`src/rtl/bludge_penalty_scheduler_if.sv`:
```
// Bus between the penalty scheduler, the bludger controllers and the movement/score logic.
// The scheduler is the master and drives everything except bludged and event_ready.
interface bludge_penalty_scheduler_if;
  logic [3:0] bludged;
  logic [3:0] clean;
  logic [3:0] frozen;
  logic       event_valid;
  logic [1:0] event_player;
  logic       event_ready;
  logic       event_overflow;

  modport master (
    input  bludged, event_ready,
    output clean, frozen, event_valid, event_player, event_overflow
  );

  modport slave (
    output bludged, event_ready,
    input  clean, frozen, event_valid, event_player, event_overflow
  );
endinterface

```
`src/rtl/bludge_penalty_scheduler.sv`:
```
// Penalty lifecycle for the four bludged players: freeze, flag-clear handshake, immunity,
// plus a round-robin arbiter serialising penalty events onto one valid/ready channel.
module bludge_penalty_scheduler #(
  parameter int FREEZE_TICKS = 60,
  parameter int IMMUNE_TICKS = 30
) (
  input  logic                          clk,
  input  logic                          rst_n,
  input  logic                          game_initiated,
  input  logic                          tick,
  bludge_penalty_scheduler_if.master    bus,
  output logic [7:0]                    dbg_state
);

  localparam int MAX_TICKS = (FREEZE_TICKS > IMMUNE_TICKS) ? FREEZE_TICKS : IMMUNE_TICKS;
  localparam int CW        = $clog2(MAX_TICKS + 1);

  typedef enum logic [1:0] {IDLE, FROZEN, CLEAR, IMMUNE} state_t;

  state_t          st  [4];
  logic [CW-1:0]   cnt [4];
  logic            game_active;
  logic [3:0]      frozen_r, clean_r;
  logic [3:0]      pending, set_vec, clr_vec, pend_nxt;
  logic [1:0]      rr_ptr, rr_nxt, player_r;
  logic            overflow_r, event_valid_w, accept;

  // Search order starts one past ptr; the nearest requester wins.
  function automatic logic [1:0] rr_pick(input logic [3:0] req, input logic [1:0] ptr);
    logic [1:0] idx;
    rr_pick = ptr;
    for (int k = 4; k >= 1; k--) begin
      idx = ptr + 2'(k);
      if (req[idx]) rr_pick = idx;
    end
  endfunction

  always_comb begin
    set_vec = '0;
    for (int i = 0; i < 4; i++)
      set_vec[i] = game_active && (st[i] == IDLE) && bus.bludged[i];
  end

  always_ff @(posedge clk or negedge rst_n) begin
    if (!rst_n) begin
      game_active <= 1'b0;
      frozen_r    <= '0;
      clean_r     <= '0;
      for (int i = 0; i < 4; i++) begin
        st[i]  <= IDLE;
        cnt[i] <= '0;
      end
    end else begin
      if (game_initiated) game_active <= 1'b1;
      if (!game_active) begin
        // Scrub stale flags until the game starts; drop the scrub on the arming edge.
        frozen_r <= '0;
        clean_r  <= game_initiated ? 4'h0 : 4'hF;
        for (int i = 0; i < 4; i++) begin
          st[i]  <= IDLE;
          cnt[i] <= '0;
        end
      end else begin
        for (int i = 0; i < 4; i++) begin
          case (st[i])
            IDLE: if (bus.bludged[i]) begin
              st[i]       <= FROZEN;
              cnt[i]      <= CW'(FREEZE_TICKS);
              frozen_r[i] <= 1'b1;
              clean_r[i]  <= 1'b0;
            end
            FROZEN: if (tick) begin
              if (cnt[i] <= CW'(1)) begin
                st[i]      <= CLEAR;
                clean_r[i] <= 1'b1;
              end else begin
                cnt[i] <= cnt[i] - CW'(1);
              end
            end
            CLEAR: if (!bus.bludged[i]) begin
              st[i]       <= IMMUNE;
              cnt[i]      <= CW'(IMMUNE_TICKS);
              frozen_r[i] <= 1'b0;
            end
            IMMUNE: if (tick) begin
              if (cnt[i] <= CW'(1)) begin
                st[i]      <= IDLE;
                clean_r[i] <= 1'b0;
              end else begin
                cnt[i] <= cnt[i] - CW'(1);
              end
            end
            default: st[i] <= IDLE;
          endcase
        end
      end
    end
  end

  // Event channel: a transfer happens on a clk edge where event_valid and event_ready are
  // both 1; while valid is held without ready, event_player is frozen and cannot be preempted.
  assign event_valid_w = |pending;
  assign accept        = event_valid_w && bus.event_ready;

  always_comb begin
    clr_vec = '0;
    if (accept) clr_vec[player_r] = 1'b1;
    pend_nxt = (pending & ~clr_vec) | set_vec;
    rr_nxt   = accept ? player_r : rr_ptr;
  end

  always_ff @(posedge clk or negedge rst_n) begin
    if (!rst_n) begin
      pending    <= '0;
      rr_ptr     <= 2'd3;
      player_r   <= 2'd0;
      overflow_r <= 1'b0;
    end else begin
      pending <= pend_nxt;
      rr_ptr  <= rr_nxt;
      // A hit on a player whose event is still pending (even one retiring now) coalesces.
      if (|(set_vec & pending)) overflow_r <= 1'b1;
      if (!(event_valid_w && !bus.event_ready) && (|pend_nxt))
        player_r <= rr_pick(pend_nxt, rr_nxt);
    end
  end

  assign bus.clean          = clean_r;
  assign bus.frozen         = frozen_r;
  assign bus.event_valid    = event_valid_w;
  assign bus.event_player   = player_r;
  assign bus.event_overflow = overflow_r;
  assign dbg_state          = {st[3], st[2], st[1], st[0]};

endmodule

```
`src/flat_wrapper.sv`:
```
// flat-port wrapper written by rule: the top's interface ports become plain ports
module bludge_penalty_scheduler_flat 
#(
  parameter int FREEZE_TICKS = 60,
  parameter int IMMUNE_TICKS = 30
)
  (clk, rst_n, game_initiated, tick, dbg_state, bus_bludged, bus_event_ready, bus_clean, bus_frozen, bus_event_valid, bus_event_player, bus_event_overflow);
  bludge_penalty_scheduler_if bus_i ();
  input  logic clk;
  input  logic rst_n;
  input  logic game_initiated;
  input  logic tick;
  output logic [7:0] dbg_state;
  input wire logic [$bits(bus_i.bludged)-1:0] bus_bludged;
  input wire logic [$bits(bus_i.event_ready)-1:0] bus_event_ready;
  output wire logic [$bits(bus_i.clean)-1:0] bus_clean;
  output wire logic [$bits(bus_i.frozen)-1:0] bus_frozen;
  output wire logic [$bits(bus_i.event_valid)-1:0] bus_event_valid;
  output wire logic [$bits(bus_i.event_player)-1:0] bus_event_player;
  output wire logic [$bits(bus_i.event_overflow)-1:0] bus_event_overflow;
  assign bus_i.bludged = bus_bludged;
  assign bus_i.event_ready = bus_event_ready;
  assign bus_clean = bus_i.clean;
  assign bus_frozen = bus_i.frozen;
  assign bus_event_valid = bus_i.event_valid;
  assign bus_event_player = bus_i.event_player;
  assign bus_event_overflow = bus_i.event_overflow;
  bludge_penalty_scheduler #(.FREEZE_TICKS(FREEZE_TICKS), .IMMUNE_TICKS(IMMUNE_TICKS)) u_core (.clk(clk), .rst_n(rst_n), .game_initiated(game_initiated), .tick(tick), .bus(bus_i), .dbg_state(dbg_state));
endmodule
```
`config.mk`:
```
export PLATFORM = sky130hd
export DESIGN_NAME = bludge_penalty_scheduler_flat
export DESIGN_NICKNAME = d
export VERILOG_FILES = /design/src/rtl/bludge_penalty_scheduler_if.sv /design/src/rtl/bludge_penalty_scheduler.sv /design/src/flat_wrapper.sv
export SDC_FILE = /design/constraint.sdc
export NUM_CORES = 1
export LEC_CHECK = 0
export CAP_MARGIN = 20
export CELL_PAD_IN_SITES_DETAIL_PLACEMENT = 0
export CELL_PAD_IN_SITES_GLOBAL_PLACEMENT = 1
export CORE_MARGIN = 2
export CORE_UTILIZATION = 45
export DETAILED_ROUTE_END_ITERATION = 8
export GPL_ROUTABILITY_DRIVEN = 0
export PLACE_DENSITY = 0.87
export SLEW_MARGIN = 0
export SYNTH_ARGS = -nofsm -noshare
export SYNTH_HDL_FRONTEND = slang
export SYNTH_SLANG_ARGS = --single-unit
```
`constraint.sdc`:
```
create_clock -name clk -period 3.11 [get_ports clk]
set_input_delay 0.311 -clock clk [delete_from_list [all_inputs] [get_ports clk]]
set_output_delay 0.311 -clock clk [all_outputs]
set_load 0.02 [all_outputs]
```
======== Word-level counts from Yosys, hierarchy flattened ========
Index checks and enable logic that the tools add are counted.
word-level totals
  bits in registers ....................... 50
  latch bits .............................. 0
  memory bits (writable) .................. 0
  ROM bits ................................ 0
  input port bits ......................... 9
  output and inout bits ................... 20
  word-level logic and storage cells ...... 236
  memories ................................ 0
cells by class
  $add $sub $neg .......................... 7
  multiply operators ...................... 0
  div/mod/pow operators ................... 0
  magnitude comparators ................... 9
  equal/unequal tests ..................... 52
  shift operators ......................... 0
  multiplexer cells ....................... 102
  bitwise gates (word level) .............. 4
  reductions and logical operators ........ 41
operators by type and width
  cell                                                            number
  inequality test 3 bit, second input constant                    36
  two-way mux 6 bit                                               16
  one-hot mux 6 bit (3 select lines)                              4
  two-way mux 2 bit                                               28
  AND reduction 6 bit                                             8
  two-way mux 1 bit                                               32
  one-hot mux 2 bit (4 select lines)                              4
  less-or-equal comparator 6 x 1 -> 1 bit, second input constant  4
  two-way mux 24 bit                                              1
  subtractor 6 x 1 -> 6 bit, second input constant                4
  equality test 2 bit, second input constant                      8
  two-way mux 4 bit                                               4
  inequality test 4 bit, second input constant                    4
  AND reduction 4 bit                                             4
  logical AND 1 bit                                               12
  < comparator 2 x 3 -> 1 bit, second input constant              4
  one-hot mux 1 bit (3 select lines)                              4
  AND reduction 3 bit                                             4
  OR reduction 4 bit                                              3
  bitwise AND 4 bit                                               2
  equality test 2 x 1 -> 1 bit, second input constant             4
  logical NOT 2 bit                                               4
  two-way mux 8 bit                                               1
  one-hot mux 1 bit (2 select lines)                              4
  9 further kinds                                                 16

======== Longest topological paths before layout ========
Gate-level depths: netlist of the first run.
  word-level depth ........................ 13
  depth in mapped cells ................... 10

======== Worst setup path after synthesis of the first run ========
Ideal clock, no wire load.
  path kind ............................... register to register
  from .................................... reg u_core.st (netlist bit u_core.dbg_state[6])
  to ...................................... reg u_core.cnt[5] (netlist name)
  arrival ................................. 2.001 ns
  required time ........................... 3.044 ns
  path slack .............................. 1.043 ns
  cell stages (with the launch flop) ...... 9
  path buffers ............................ 0
  clock period less this slack ............ 2.067 ns
  cell sequence ........................... dfrtp_1 -> inv_1 -> ha_1 -> nor2b_1 -> o21ai_1 -> o21ai_1 -> or3_1 -> a21oi_1 -> a221o_1
between the ends
  cells in the longest elaborated chain, start to end .. 4
  elaborated cells on any way between the ends .. 12
RTL lines
  element                                                                                              RTL line                        source
  start: declaration                                                                                   bludge_penalty_scheduler.sv:20  state_t st [4];
  start signal: indexed assignment                                                                     bludge_penalty_scheduler.sv:50  st[i] <= IDLE;
  start signal: indexed assignment                                                                     bludge_penalty_scheduler.sv:60  st[i] <= IDLE;
  start signal: indexed assignment                                                                     bludge_penalty_scheduler.sv:67  st[i] <= FROZEN;
  equality test 2 x 1 -> 1 bit / equality test 2 bit (equally long branches)                           bludge_penalty_scheduler.sv:65  case (st[i])
  OR reduction 2 bit (no source line)                                                                  n/a
  inequality test 3 bit (no source line) / one-hot mux 6 bit (3 select lines) (equally long branches)  n/a
  AND reduction 4 bit (no source line) / two-way mux 24 bit (equally long branches)                    n/a
  end signal: indexed assignment                                                                       bludge_penalty_scheduler.sv:68  cnt[i] <= CW'(FREEZE_TICKS);
  end signal: indexed assignment                                                                       bludge_penalty_scheduler.sv:77  cnt[i] <= cnt[i] - CW'(1);
  end signal: indexed assignment                                                                       bludge_penalty_scheduler.sv:82  cnt[i] <= CW'(IMMUNE_TICKS);
  end: declaration                                                                                     bludge_penalty_scheduler.sv:21  logic [CW-1:0] cnt [4];
Several ways; a longest one is shown, not always the timed one.
A chain may end at the register's enable or synchronous reset.

======== Final worst setup path of the first run ========
Same ends and word-level chain as after synthesis.

==> results of run 1 <==
-- power groups by stage --
stage / clock network (µW) / logic, µW / registers [µW]
after global placement: 0 / 2400 / 1380
after floorplan: 0 / 1700 / 1420
after global routing: 513 / 2740 / 1440
after CTS: 482 / 2430 / 1380
after detailed placement: 0 / 2430 / 1390
final: 472 / 2420 / 1380
-- per-layer routing --
layer  vias up  global-route usage, %  routed length, µm
met5         -                      0                  0
met4         0                   3.66                 28
met3         2                   3.69                178
met2        31                   31.9               3400
met1      1364                   26.3               3540
li1       1410                      -                  -
-- cells by family (layout without fill, tap and decap cells) --
group | after synthesis | after routing | synth area share (%)
AND/OR/NAND/NOR | 120 | 120 | 18.3
AO/OA/AOI/OAI | 132 | 132 | 26.9
multiplexers | 5 | 5 | 1.73
buffers and inverters | 41 | 71 | 4.99
flip-flops | 50 | 50 | 38.4
adder cells (fa/ha/maj) | 25 | 25 | 9.59
-- worst register-to-register path, cell delays in order, from the launching register on --
cell     delay [ps]
dfrtp_1         480
inv_1           140
ha_1            310
nor2b_1         170
o21ai_1         210
o21ai_1         330
or3_1           450
a21oi_1         140
a221o_1         150
-- metrics by stage --
step           hold slack [ps]  total power (µW)  util (%)  instance area (µm²)
5_1_grt                    144              4690      52.6                 3760
4_1_cts                    104              4300      52.6                 3760
3_5_place_dp               447              3820      51.1                 3650
6_report                  81.6              4270      52.6                 3760
2_1_floorplan             15.4              3130         -                 3260
3_3_place_gp               440              3780      51.1                 3650
-- placed cells by master, fill, tap and decap left out, types with 4 or more instances in the layout --
master           instances
a21boi_0                 4
a21o_1                   4
a21oi_1                 19
a22o_1                  10
buf_4                    5
clkbuf_8                 5
clkdlybuf4s50_1         27
dfrtp_1                 48
ha_1                    25
inv_1                   30
nand2_1                 31
nand2b_1                 8
nand3_1                 10
nand4_1                  5
nor2_1                  27
nor2b_1                  7
nor3_1                  12
o211ai_1                 7
o21a_1                   6
o21ai_0                 42
o21ai_1                 12
-- flip-flops by register name, summed over array words and instances, names as in the netlist --
name,cells
u_core.bus.clean,4
u_core.bus.event_overflow,1
u_core.bus.event_player,2
u_core.bus.frozen,4
u_core.cnt,24
u_core.dbg_state,8
u_core.game_active,1
u_core.pending,4
u_core.rr_ptr,2
-- layout make-up --
| cell class | count | area, µm² |
|---|---|---|
| fillers | 698 | 3380 |
| multi-input cells | 282 | 1840 |
| flip-flops and latches | 50 | 1250 |
| repair buffers | 33 | 313 |
| well taps | 99 | 124 |
| inverters | 30 | 113 |
| clock buffers | 6 | 72.6 |
| clock inverters | 2 | 37.5 |
-- final timing paths --
check                           depth (start not counted)                       from                   endpoint
max in group asynchronous                               2                      rst_n             u_core.cnt[21]
min in group clk                                        2  u_core.bus.event_overflow  u_core.bus.event_overflow
worst min-delay path                                    1                      rst_n             u_core.cnt[13]
worst min register to register                          2  u_core.bus.event_overflow  u_core.bus.event_overflow
worst max register to register                          8        u_core.dbg_state[6]              u_core.cnt[5]
worst max-delay path                                    8        u_core.dbg_state[6]              u_core.cnt[5]
==> summary.txt, run 1 <==
Share of layout cells above drive strength 1: 5.71%
First-pass GRT wire length: 12200 µm
TritonCTS Sinks: 50
Leakage: 0.00162 µW
Crit-path max FO: 13
Cells after Synth: 373
Required time of the critical path: 3360 ps
Least-Margin Pin Slew: 826 ps
Max-slew violations: 0
Reg2reg setup slack: 680 ps
Commonest cells in the netlist: dfrtp_1, o21ai_0, nand2_1
Top_reg_cell synth: dfrtp_1
Port bufs: 28
Post-CTS Setup Inserts: 0
Initial Util: 45.7%
Arrival time worst endpoint: 2690 ps
Post-Place Cells: 494
Tot GR Track Use: 19.2%
Synthesis Warnings: 0
Final setup vio count: 0
Crit Path Category: flip-flop to flip-flop
Initial antenna violation count: 0
Core area: 7140 µm²
Final hold vios: 0
Comb pwr share: 56.6%
Die Span X: 89.1 µm
Sw Share: 45.2%
EDFF count, synth: 0
Residual DRC: 0
TritonCTS clock tree: built
Int Power: 2340 µW
Worst vdd ir: 0.419 mV
Die area: 7940 µm²
CP cell instances: inv_1 > ha_1 > nor2b_1 > o21ai_1 > o21ai_1 > or3_1 > a21oi_1 > a221o_1
Root buffer cell: clkbuf_8
Fmax: 411 MHz
Dominant cell type by area after synthesis: dfrtp_1
Minimum clock period: 2430 ps
N_diodes: 0
Die height: 89.1 µm
Worst relative slew slack: 44.6%
Worst hold path type: input pin to asynchronous set/reset pin
Status: finished, final reports clean
Delay-heaviest family, CP: compound AO/OA/AOI/OAI gates
Post-synth cell types: 56
Area growth syn-to-layout: 15.2%
Final Worst Setup Slack: 676 ps
ANT nets after route: 0
# nets final: 436
Post-Syn Nets: 407
CP endpoint kind: flip-flop
Post-cts resize count: 0
CP max stage cell: dfrtp_1
Clock Power Share: 11.0%
Pwr/cell area: 1140 nW/µm²
Total global routing overflow: 0
Initial DRC count: 79
Seq pwr share: 32.4%
Top cell by count, worst path: o21ai_1
Routed len/inst: 14.2 µm
Clk_lat worst skew: 310 ps
Worst-path clk slew: 100 ps
CTS hold repair buffers: 0
Slowest stage delay, CP: 480 ps
Largest net degree at the start of global routing: 36
Via density: 5.59
Most common cell in the netlist: dfrtp_1
TritonCTS Buffers: 5
Layout Cells excl Fill: 502
H-tree Lvls: 2
Drt total wl: 7150 µm
Row cnt: 31
Num ports: 29
Via count: 2807
Clock buffer depth: 2
Synth Cell Area: 3260 µm²
CP startpoint kind: flip-flop
Post-Route Setup TNS: 0 ps
DP HPWL: 5260 µm
Most area-consuming cells after synthesis: dfrtp_1, ha_1, o21ai_0
DRT Pass-1 Iters: 4
Synth Register Bits: 50
Vias in the first global route: 2630
Max-Cap Viols: 0
RSZ-0062 raised after global routing: false
FFs w/ async S/R, synth: 100%
Buffers & Inverters on Critical Path: 1
Period utilisation layout: 78.3%
Post-Place Worst Slack: 664 ps
Synth Area per Inst: 8.74 µm²
Post-synth top area share: 36.8%
NetSw: 1930 µW
Post-synthesis sequential area ratio: 38.4%
Layout Skew: 13.0 ps
(Power assumes the default switching activity.)
==> run 2: changes to the inputs <==
--- a/config.mk
+++ b/config.mk
@@ -9,10 +9,10 @@
 export CELL_PAD_IN_SITES_DETAIL_PLACEMENT = 0
 export CELL_PAD_IN_SITES_GLOBAL_PLACEMENT = 1
 export CORE_MARGIN = 2
-export CORE_UTILIZATION = 45
+export CORE_UTILIZATION = 44
 export DETAILED_ROUTE_END_ITERATION = 8
 export GPL_ROUTABILITY_DRIVEN = 0
-export PLACE_DENSITY = 0.87
+export PLACE_DENSITY = 0.86
 export SLEW_MARGIN = 0
 export SYNTH_ARGS = -nofsm -noshare
 export SYNTH_HDL_FRONTEND = slang
==> constraint.sdc (replaced) <==
create_clock -name clk -period 2.5 [get_ports clk]
set_input_delay 0.25 -clock clk [delete_from_list [all_inputs] [get_ports clk]]
set_output_delay 0.25 -clock clk [all_outputs]
set_load 0.02 [all_outputs]
==> run 2 against run 1 <==
  * Critical path type unchanged
  * Largest cell class unchanged
  * Die area rose by 2.2%
  * Worst hold slack improved by 290 ps
  * Register-to-register slack got worse by 400 ps
  * Critical endpoint unchanged
  * Sequential share of layout area fell by 0.24 points
==> summary.txt, run 2 (synthesized netlist as in run 1, its figures left out) <==
Status: finished, final reports clean
Sw Share: 45.4%
Arrival time worst endpoint: 2480 ps
Num ports: 29
TritonCTS Sinks: 50
DP HPWL: 5290 µm
Crit-path max FO: 8
First-pass GRT wire length: 12500 µm
Min Hold Slack: 369 ps
Via density: 5.55
R2R depth: 8
RR Startpoint: u_core.dbg_state[6]
Post-cts resize count: 0
Max-slew violations: 0
CP endpoint kind: flip-flop
H-tree Lvls: 2
TritonCTS clock tree: built
Worst-path clk slew: 90 ps
Fillers: 704
Share of layout cells above drive strength 1: 6.86%
Leakage: 0.00165 µW
Die height: 90.1 µm
Max-Cap Viols: 0
Total global routing overflow: 0
Period utilisation layout: 89.1%
Die Span X: 90.1 µm
Commonest non-fill, non-tap cells in the layout: dfrtp_1, o21ai_0, nand2_1
Die area: 8120 µm²
Seq pwr share: 32.6%
Post-Route Setup TNS: 0 ps
Required time of the critical path: 2750 ps
Final hold vios: 0
Fmax: 449 MHz
RSZ-0062 raised after global routing: false
Commonest non-fill, non-tap cell in the layout: dfrtp_1
Least-Margin Pin Slew: 596 ps
Tot GR Track Use: 18.4%
Clock buffer depth: 2
Row cnt: 31
Layout Skew: 9.20 ps
Final setup vio count: 0
Worst vdd ir: 0.493 mV
Clk_lat worst skew: 300 ps
Clock Power Share: 9.2%
N_diodes: 0
Residual DRC: 0
DRT Pass-1 Iters: 4
Reg2reg setup slack: 270 ps
Int Power: 2870 µW
Pwr/cell area: 1390 nW/µm²
Minimum clock period: 2230 ps
Initial DRC count: 135
Port bufs: 28
ANT nets after route: 0
# nets final: 443
Worst hold path type: input pin to asynchronous set/reset pin
Core area: 7210 µm²
Initial Util: 45.2%
Routed len/inst: 14.1 µm
Largest net degree at the start of global routing: 30
Via count: 2814
Area growth syn-to-layout: 16.1%
Root buffer cell: clkbuf_8
Largest register FFs: 24
Initial antenna violation count: 0
Vias in the first global route: 2626
Worst relative slew slack: 59.9%
CP startpoint kind: flip-flop
Drt total wl: 7140 µm
NetSw: 2390 µW
Comb pwr share: 58.3%
Crit Path Category: flip-flop to flip-flop
TritonCTS Buffers: 5
Worst reg2reg path endpoint: u_core.cnt[5]
Largest Register: u_core.cnt
[run 2: cell types whose count changed in the layout (fill, tap and decap cells not counted), sizes merged]
cell,change
bufinv,-1
dlygate4sd3,+1
buf,+6
clkinvlp,-1
[run 2: repair_timing]
item / CTS / global route
buffers inserted: 0 / 0
hold endpoints to repair: 11 / 0
hold buffers: 1 / 0
[run 2: worst max-delay path, cell delays in order (launching register included)]
cell and delay (ps):
dfrtp_1 490, inv_1 150, ha_1 260, and2_1 170, o21ai_1 190, o21ai_1 230, or3_1 400, a21oi_1 140
a221o_1 150
[run 2: worst max-delay path by stage]
stage / startpoint / to / cells past startpoint
finish: u_core.dbg_state[6] / u_core.cnt[5] / 8
global route: u_core.pending[1] / bus_event_valid / 3
CTS: u_core.dbg_state[6] / u_core.cnt[5] / 8
detailed placement: u_core.dbg_state[6] / u_core.cnt[5] / 8
global placement: tick / u_core.cnt[5] / 7
floorplan: u_core.dbg_state[6] / u_core.cnt[5] / 8
[run 2: power by group through the flow]
| stage | sequential (µW) | combinational, µW | clock, µW |
|---|---|---|---|
| after CTS | 1710 | 3090 | 501 |
| after floorplan | 1770 | 2120 | 0 |
| final | 1710 | 3070 | 483 |
| after global placement | 1720 | 3020 | 0 |
| after global routing | 1790 | 3500 | 533 |
| after detailed placement | 1730 | 3080 | 0 |
[run 2: area by class of cell]
class | count | area, µm² | area share, %
Sequential cell | 50 | 1250 | 33.1
Inverter | 30 | 113 | 2.98
Clock buffer | 6 | 82.6 | 2.18
Timing Repair Buffer | 40 | 368 | 9.72
Multi-Input combinational cell | 282 | 1840 | 48.7
Tap cell | 99 | 124 | 3.27
[run 2: per-layer routing]
| metal | up-vias | global-route usage [%] | wire length, µm |
|---|---|---|---|
| met5 | - | 0 | 0 |
| met3 | 8 | 2.85 | 275 |
| li1 | 1424 | - | - |
| met4 | 0 | 5.00 | 77 |
| met1 | 1338 | 26.6 | 3540 |
| met2 | 44 | 28.8 | 3250 |
[run 2: stage by stage]
| stage | instances | power (µW) | cell area [µm²] | utilization (%) | setup slack (ps) |
|---|---|---|---|---|---|
| 3_3_place_gp | 500 | 4740 | 3690 | 51.2 | 392 |
| 5_1_grt | 507 | 5820 | 3780 | 52.5 | 55.6 |
| 3_5_place_dp | 500 | 4810 | 3690 | 51.2 | 305 |
| 4_1_cts | 507 | 5300 | 3780 | 52.5 | 267 |
| 6_report | 507 | 5260 | 3780 | 52.5 | 273 |
| 2_1_floorplan | 373 | 3890 | 3260 | - | 433 |
==> run 3: changes to the inputs <==
--- a/config.mk
+++ b/config.mk
@@ -13,7 +13,7 @@
 export DETAILED_ROUTE_END_ITERATION = 8
 export GPL_ROUTABILITY_DRIVEN = 0
 export PLACE_DENSITY = 0.86
-export SLEW_MARGIN = 0
+export SLEW_MARGIN = 20
 export SYNTH_ARGS = -nofsm -noshare
 export SYNTH_HDL_FRONTEND = slang
 export SYNTH_SLANG_ARGS = --single-unit
==> results of run 3 <==
No change in the layout: final DEF, timing and power equal those of run 2.
==> edit, RTL diff (settings of run 2) <==
Take the reset off `pending` and load it in a clocked block of its own.
--- a/src/rtl/bludge_penalty_scheduler.sv
+++ b/src/rtl/bludge_penalty_scheduler.sv
@@ -111,18 +111,20 @@
 
   always_ff @(posedge clk or negedge rst_n) begin
     if (!rst_n) begin
-      pending    <= '0;
       rr_ptr     <= 2'd3;
       player_r   <= 2'd0;
       overflow_r <= 1'b0;
     end else begin
-      pending <= pend_nxt;
       rr_ptr  <= rr_nxt;
       // A hit on a player whose event is still pending (even one retiring now) coalesces.
       if (|(set_vec & pending)) overflow_r <= 1'b1;
       if (!(event_valid_w && !bus.event_ready) && (|pend_nxt))
         player_r <= rr_pick(pend_nxt, rr_nxt);
     end
+  end
+
+  always_ff @(posedge clk) begin
+    pending <= pend_nxt;
   end
 
   assign bus.clean          = clean_r;
Behaviour: differs if rst_n is asserted again (counterexample within 4 cycles, from zero or initial values and one cycle with rst_n low); with rst_n held inactive, the same outputs for 4 cycles.
==> edit against run 2 <==
Fmax rose by 2.1%. Worst setup slack improved by 0.046 ns. Clock power rose by 20%. Total power rose by 2.8%. Area after synthesis fell by 0.61%. Global-route usage fell by 0.27 points. Sequential cell count did not move. Design area rose by 0.79%. Wire length rose by 1.9%. Sequential share of layout area fell by 0.79 points. Synthesized cell count did not move.
==> edit: results (changes against run 2) <==
commonest cells in the netlist: dfrtp_1 (44), o21ai_0 (42), nand2_1 (31)
port bufs: 28 (unchanged)
drt first pass iters: 4 (unchanged)
Crit Path Max Fanout: 13 (+5)
Crit path largest cell delay: 0.47 ns (-0.02 ns)
htree depth: 2 (unchanged)
post-synthesis cell type count: 57 (+1.8%)
Hold Vio Cnt, Final: 0 (unchanged)
CP endpoint: u_core.cnt[5]$_DFFE_PN0P_
initial antenna violation count: 0 (unchanged)
first-pass GRT wire length: 12,300 µm (-1.6%)
Rel. slew slack: 0.5848 (-0.01400)
post-synthesis sequential area ratio: 0.3807 (-0.003802)
largest net degree at the start of global routing: 28 (-6.7%)
setup repair bufs after CTS: 0 (unchanged)
Inst Count DP: 502 (+0.40%)
Reg2Reg Depth: 8 (unchanged)
crit-path leading delay family: compound AO/OA/AOI/OAI gates
Internal: 2.972 mW (+3.4%)
hold buffers post-CTS: 1 (unchanged)
Most flops, register: u_core.cnt
FFs w/ async S/R, synth: 0.9200 (-0.08000)
Starting DRT DRC Count: 90 (-33%)
number of synthesized flops with an enable pin: 0 (unchanged)
final non-filler cell total: 511 (+0.79%)
Yosys top cell by area: dfrtp_1
final wirelength: 7271 µm (+1.9%)
Slowest-stage cell, CP: dfrtp_1
syn avg cell area: 8.688 µm² (-0.61%)
HPWL Detailed: 5282 µm (about the same)
critical path data arrival time: 2.43 ns (-0.05 ns)
status: finished, final reports clean
Combinational Power Share: 0.579 (-0.004)
cell leakage power: 1.656 nW (+0.68%)
Hold Path Class: in -> async
r2r startpoint: u_core.dbg_state[6]$_DFFE_PN0P_
DR vias: 2,831 (+0.60%)
yosys synthesis warning count: 0 (unchanged)
R2R setup slack: 0.32 ns (+0.05 ns)
CTS Buf Count: 5 (unchanged)
largest cells by area after synthesis: dfrtp_1 (34%), ha_1 (9.7%), o21ai_0 (6.5%)
layout cells sized above 1: 0.08010 (+0.01147)
Final Skew: 0.01705 ns (+0.007854 ns)
buffer type at the clock tree root: clkbuf_8
worst IR drop on VDD: 533.4 µV (+8.2%)
worst hold slack: 0.4286 ns (+0.05923 ns)
sequential power share: 0.314 (-0.012)
placed cell areas: 0.003687 mm² (-0.14%)
fmax: 0.4586 GHz (+2.1%)
Post-Place Worst Slack: 0.1420 ns (-0.1630 ns)
gr usage total: 0.1816 (-0.002666)
max reg flops: 24 (unchanged)
vias in the first global route: 2,575 (-1.9%)
Layout Nets: 445 (+0.45%)
clock slew seen by the registers of the worst setup and hold paths: 0.10 ns
Antenna Diode Count: 0 (unchanged)
Power Density: 1418 mW/mm² (+2.0%)
## edit: cell count changes in the layout (fill, tap and decap cells not counted), sizes merged
cell,before,now
dfrtp,48,44
clkinvlp,0,1
buf,12,14
bufinv,0,1
dfxtp,0,4
## edit: per-layer routing
metal / up-vias / GRT usage / routed length [µm]
met2: 47 / 0.2955 / 3340
met1: 1342 / 0.2511 / 3613
met5: - / 0 / 0
li1: 1433 / - / -
met4: 0 / 0.04872 / 83
met3: 9 / 0.03269 / 233
## edit: cell families after synthesis
family | after synthesis | synth area share
flops | 50 | 0.3807
compound gates | 132 | 0.2707
mux | 5 | 0.01737
simple gates | 120 | 0.1846
buf+inv | 41 | 0.05019
fa+ha+maj | 25 | 0.09653
## edit: area by class of cell
type | count | area (µm²)
fillers | 654 | 3361
inverters | 30 | 112.6
flip-flops and latches | 50 | 1234
well taps | 99 | 123.9
clock buffers | 6 | 72.57
multi-input cells | 282 | 1852
repair buffers | 42 | 382.9
clock inverters | 2 | 37.54
